**src/rtl/uart_pkg.sv**
```systemverilog
// Shared types and constants for the UART receive monitor.
package uart_pkg;

    typedef enum logic [2:0] {
        IDLE,
        START,
        DATA,
        STOP,
        WAIT_IDLE
    } rx_state_t;

    localparam int DIV_DEFAULT = 868;
    localparam int FRAME_BITS  = 8;

endpackage

```
**src/rtl/uart_rx_fifo.sv**
```systemverilog
// First-word-fallthrough receive FIFO with an extra pointer bit
// to tell full from empty.
module uart_rx_fifo #(
    parameter int WIDTH = 8,
    parameter int DEPTH = 4
) (
    input  logic             clk,
    input  logic             rst,
    input  logic             push,
    input  logic [WIDTH-1:0] wdata,
    input  logic             pop,
    output logic [WIDTH-1:0] rdata,
    output logic             full,
    output logic             empty,
    output logic             drop
);

    localparam int AW = $clog2(DEPTH);

    logic [WIDTH-1:0] mem [DEPTH];
    logic [AW:0]      wr_ptr;
    logic [AW:0]      rd_ptr;
    logic             do_push;
    logic             do_pop;

    assign empty = (wr_ptr == rd_ptr);
    assign full  = (wr_ptr[AW] != rd_ptr[AW]) &&
                   (wr_ptr[AW-1:0] == rd_ptr[AW-1:0]);

    // A pop frees the slot in the same cycle, so a full FIFO still
    // accepts a push when the head is being consumed.
    assign do_pop  = pop & ~empty;
    assign do_push = push & (~full | do_pop);
    assign drop    = push & full & ~do_pop;

    assign rdata = empty ? '0 : mem[rd_ptr[AW-1:0]];

    always_ff @(posedge clk) begin
        if (rst) begin
            wr_ptr <= '0;
            rd_ptr <= '0;
        end else begin
            if (do_push) wr_ptr <= wr_ptr + 1'b1;
            if (do_pop)  rd_ptr <= rd_ptr + 1'b1;
        end
    end

    always_ff @(posedge clk) begin
        if (do_push) mem[wr_ptr[AW-1:0]] <= wdata;
    end

endmodule

```
**src/rtl/uart_rx_monitor.sv**
```systemverilog
// 8N1 UART receiver: line synchronizer, receive FSM and shift
// register feeding a small FWFT FIFO.
module uart_rx_monitor
    import uart_pkg::*;
#(
    parameter int DIV        = DIV_DEFAULT,
    parameter int FIFO_DEPTH = 4
) (
    input  logic       XCLK,
    input  logic       XRES,
    input  logic       UART_RXD,
    output logic [7:0] RX_DATA,
    output logic       RX_VALID,
    input  logic       RX_READY,
    output logic       FRAME_ERR,
    output logic       OVERFLOW,
    output logic       BUSY
);

    localparam int CW = $clog2(DIV);
    localparam logic [CW-1:0] FULL_BIT = CW'(DIV - 1);
    localparam logic [CW-1:0] HALF_BIT = CW'(DIV / 2 - 1);
    localparam logic [2:0]    LAST_BIT = 3'(FRAME_BITS - 1);

    rx_state_t state, state_n;
    logic [1:0]    sync;
    logic          rxd_s;
    logic [CW-1:0] cnt, cnt_n;
    logic [2:0]    bit_idx, bit_n;
    logic [7:0]    shreg, sh_n;
    logic          push;
    logic          ferr_n;
    logic          tick;
    logic          empty;
    logic          full;
    logic          drop;

    assign rxd_s = sync[1];
    assign tick  = (cnt == '0);

    always_ff @(posedge XCLK) begin
        if (XRES) begin
            sync      <= 2'b11;
            state     <= IDLE;
            cnt       <= '0;
            bit_idx   <= '0;
            shreg     <= '0;
            FRAME_ERR <= 1'b0;
            OVERFLOW  <= 1'b0;
        end else begin
            sync      <= {sync[0], UART_RXD};
            state     <= state_n;
            cnt       <= cnt_n;
            bit_idx   <= bit_n;
            shreg     <= sh_n;
            FRAME_ERR <= ferr_n;
            OVERFLOW  <= OVERFLOW | drop;
        end
    end

    always_comb begin
        state_n = state;
        cnt_n   = cnt;
        bit_n   = bit_idx;
        sh_n    = shreg;
        push    = 1'b0;
        ferr_n  = 1'b0;
        unique case (state)
            IDLE: begin
                if (!rxd_s) begin
                    state_n = START;
                    cnt_n   = HALF_BIT;
                end
            end
            START: begin
                if (!tick) begin
                    cnt_n = cnt - CW'(1);
                end else if (!rxd_s) begin
                    state_n = DATA;
                    cnt_n   = FULL_BIT;
                    bit_n   = '0;
                end else begin
                    state_n = IDLE;
                    cnt_n   = FULL_BIT;
                end
            end
            DATA: begin
                if (!tick) begin
                    cnt_n = cnt - CW'(1);
                end else begin
                    sh_n  = {rxd_s, shreg[7:1]};
                    cnt_n = FULL_BIT;
                    bit_n = bit_idx + 3'd1;
                    if (bit_idx == LAST_BIT) state_n = STOP;
                end
            end
            STOP: begin
                if (!tick) begin
                    cnt_n = cnt - CW'(1);
                end else begin
                    cnt_n = FULL_BIT;
                    if (rxd_s) begin
                        push    = 1'b1;
                        state_n = IDLE;
                    end else begin
                        ferr_n  = 1'b1;
                        state_n = WAIT_IDLE;
                    end
                end
            end
            WAIT_IDLE: begin
                if (rxd_s) begin
                    state_n = IDLE;
                    cnt_n   = FULL_BIT;
                end
            end
            default: begin
                state_n = IDLE;
            end
        endcase
    end

    assign RX_VALID = ~empty;
    assign BUSY     = (state != IDLE);

    uart_rx_fifo #(
        .WIDTH(8),
        .DEPTH(FIFO_DEPTH)
    ) u_fifo (
        .clk  (XCLK),
        .rst  (XRES),
        .push (push),
        .wdata(shreg),
        .pop  (RX_VALID & RX_READY),
        .rdata(RX_DATA),
        .full (full),
        .empty(empty),
        .drop (drop)
    );

endmodule

```
**config.mk**
```make
export PLATFORM = sky130hd
export DESIGN_NAME = uart_rx_monitor
export DESIGN_NICKNAME = d
export VERILOG_FILES = /design/src/rtl/uart_pkg.sv /design/src/rtl/uart_rx_fifo.sv /design/src/rtl/uart_rx_monitor.sv
export SDC_FILE = /design/constraint.sdc
export NUM_CORES = 1
export LEC_CHECK = 0
export CAP_MARGIN = 10
export CORE_ASPECT_RATIO = 0.5
export CORE_MARGIN = 1
export CORE_UTILIZATION = 45
export CTS_CLUSTER_DIAMETER = 80
export DETAILED_ROUTE_END_ITERATION = 7
export GPL_ROUTABILITY_DRIVEN = 0
export MAX_ROUTING_LAYER = met4
export RECOVER_POWER = 100
export SYNTH_ARGS = -nofsm -noshare
export SYNTH_HDL_FRONTEND = slang
export SYNTH_SLANG_ARGS = --single-unit
```
**constraint.sdc**
```tcl
create_clock -name XCLK -period 2.4 [get_ports XCLK]
set_clock_uncertainty 0.2 [all_clocks]
set_input_delay 0.48 -clock XCLK [delete_from_list [all_inputs] [get_ports XCLK]]
set_output_delay 0.48 -clock XCLK [all_outputs]
set_load 0.02 [all_outputs]
```
==> impl_metrics.py <==
metrics = {
    "sta": {
        "layout_setup_ws_ns": 0.114,
        "hold_violations": 0,
        "worstMarginPinSlew_ns": 0.816,
        "maxSlewViolCount": 0,
        "final.setup.tns_ns": 0,
        "holdWs_ns": 0.222,
        "finalCritPeriodShare_pct": 95.2,
        "period_needed_ns": 2.29,
        "maxSlewHeadroom_pct": 45.6,
        "rsz0062_at_grt": "no",
        "fmax_ghz": 0.437,
        "setup-violations-final": 0,
    },
    "logic_synthesis": {
        "syn-num-nets": 267,
        "ys_seq_elements": 68,
        "syn-cell-area_um2": 3140,
        "synth_edf_count": 32,
        "synth_cell_types": 56,
        "async_reset_ff_share_pct": 0,
        "synthCells": 254,
        "syn_avg_cell_area_um2": 12.3,
        "ys.flop_type": "dfxtp_1",
        "yosysWarnings": 0,
        "ys_seq_area_share_pct": 53.6,
    },
    "placement": {
        "placedCellCount": 370,
        "hpwl_mm": 4.07,
        "dpl_worst_slack_ns": -0.441,
        "place_area_um2": 3470,
        "port_buffers": 15,
    },
    "worst_setup_path": {
        "cp-end-kind": "primary output",
        "worst-path-buf-inv": 2,
        "critPathSlowestCell": "mux4_2",
        "worst_setup_path_start_kind": "register",
        "crit_chain": "buf_12, mux4_2, nor2b_1, clkbuf_2",
        "cp_slowest_stage_delay_ns": 0.51,
        "crit_family": "multiplexers",
        "worstPathMaxFanout": 8,
        "cp.required_ns": 1.72,
        "arrival_ns": 1.61,
        "critPathKind": "register to primary output",
    },
    "cts": {
        "post_cts_hold_buffer_count": 0,
        "ctsHtreeMaxLevel": 3,
        "cts_sinks": 68,
        "insertion_delay_ns": 0.33,
        "cts-root-buf": "clkbuf_16",
        "cts_buffers": 9,
        "clk_pin_slew_worst_paths_ns": 0.06,
        "cts_tree": "done",
        "clock_path_buffers": 2,
    },
    "drt": {
        "totalWireLength_mm": 5.94,
        "antenna_left": 0,
        "dr.pass1.iters": 4,
        "vias": 2047,
        "drcViolationCount": 0,
        "initialDrtViolationCount": 103,
        "viasPerCell": 5.28,
        "routedWlPerCell_um": 15.3,
    },
    "cells_and_area": {
        "fin_cells": 388,
        "area_growth_syn_to_layout_pct": 19.9,
        "fillers": 580,
        "num-nets-final": 304,
        "final_common_cell": "dfxtp_1",
        "final_cell_mix": "35 x dfxtp_1, 32 x edfxtp_1, 24 x nor2_1",
        "drive_gt1_share_pct": 23.3,
        "diodes": 0,
        "fin_area_um2": 3760,
    },
    "grt": {
        "grt_max_degree": 19,
        "track_usage_pct": 19.1,
        "antenna_found_initial": 0,
        "grt_pass1_wl_mm": 9.90,
        "overflow": 0,
        "grt_pass1_vias": 2016,
    },
    "flow_run": {
        "max_cap_violations": 0,
    },
    "floorplanning": {
        "fp-row-count": 21,
        "start_util_pct": 46.8,
        "dieArea_um2": 7330,
        "coreArea_um2": 6700,
        "die_w_um": 120,
        "die_h_um": 61.0,
        "pin_count": 16,
    },
    "status": {
        "status": "finished, final reports clean",
    },
    "power": {
        "leakage_uw": 0.00143,
        "ir_drop_mv": 0.276,
        "p_per_area_nw_per_um2": 737,
    },
    "worst_hold_path": {
        "hp-class": "register to register",
    },
}
==> Yosys cell counts (all sizes together), types with 4 or more instances <==
| library cell | instances | area [um2] |
|---|---|---|
| a21oi | 8 | 40.0 |
| and3 | 5 | 31.3 |
| buf | 4 | 37.5 |
| clkbuf | 10 | 87.6 |
| dfxtp | 36 | 721 |
| edfxtp | 32 | 961 |
| ha | 9 | 113 |
| inv | 9 | 33.8 |
| mux2i | 11 | 110 |
| mux4 | 8 | 180 |
| nand2 | 4 | 15.0 |
| nand3 | 6 | 35.0 |
| nor2 | 24 | 90.1 |
| nor2b | 9 | 56.3 |
| nor3 | 8 | 51.3 |
| nor4 | 9 | 71.3 |
| o21ai | 7 | 35.0 |
| xor2 | 6 | 52.6 |
==> path summary, 6_finish.rpt <==
path / start / to / slack, ns / depth (start not counted)
setup / recovery: register / RX_DATA[7] / 0.11 / 4
hold reg to reg: sync[0] / sync[1] / 0.22 / 1
setup reg to reg: cnt[0] / u_fifo.mem[3][5] / 0.18 / 7
hold / removal: sync[0] / sync[1] / 0.22 / 1
==> layer usage <==
metal | vias up | wire [um] | track usage, %
met2 | 23 | 2860 | 31.8
met5 | - | 0 | -
met1 | 993 | 2810 | 21.7
li1 | 1027 | - | -
met4 | 0 | 48 | 5.54
met3 | 4 | 221 | 7.96
==> stage by stage <==
step	utilization (%)	power, uW
after global routing	56.1	2880
after global placement	51.9	1500
after detailed placement	51.9	1510
final	56.1	2770
after floorplan	-	1440
after CTS	56.9	2800
==> repair_timing <==
action                                  4_1_cts  5_1_grt
pin swaps                                     1        0
endpoints found under the setup margin        9        7
buffers inserted                              2        0
gates resized for setup                      31        7
==> layout make-up <==
type | count | area [um2] | area share (%)
Sequential cell | 68 | 1680 | 44.7
Multi-Input combinational cell | 163 | 1320 | 35.0
Timing Repair Buffer | 40 | 319 | 8.48
Clock buffer | 10 | 229 | 6.09
Tap cell | 92 | 115 | 3.06
Clock inverter | 6 | 63.8 | 1.70
Inverter | 9 | 33.8 | 0.898
==> kinds of logic (layout without fill, tap and decap cells) <==
kind of cell | after synthesis | in the layout | share of synthesized area, %
DFF | 68 | 68 | 53.6
adders and majority gates | 10 | 10 | 3.91
and+or+nand+nor | 85 | 85 | 16.4
AOI/OAI and AO/OA | 39 | 39 | 8.90
buffers and inverters | 23 | 65 | 5.07
xor gates and xnor gates | 9 | 9 | 2.51
muxes | 20 | 20 | 9.61
==> where the power goes <==
part | internal, uW | switching, uW
registers | 1220 | 31.2
logic | 100 | 132
clock network | 803 | 483
total | 2130 | 646
==> state kept, by name, summed over array words and instances, names as in the netlist, named ones only <==
| signal | flops |
|---|---|
| u_fifo.rd_ptr | 3 |
| OVERFLOW | 1 |
| state | 3 |
| sync | 2 |
| cnt | 10 |
| shreg | 8 |
| u_fifo.wr_ptr | 3 |
| bit_idx | 3 |
| u_fifo.mem | 32 |
| FRAME_ERR | 1 |
(Power assumes the default switching activity.)
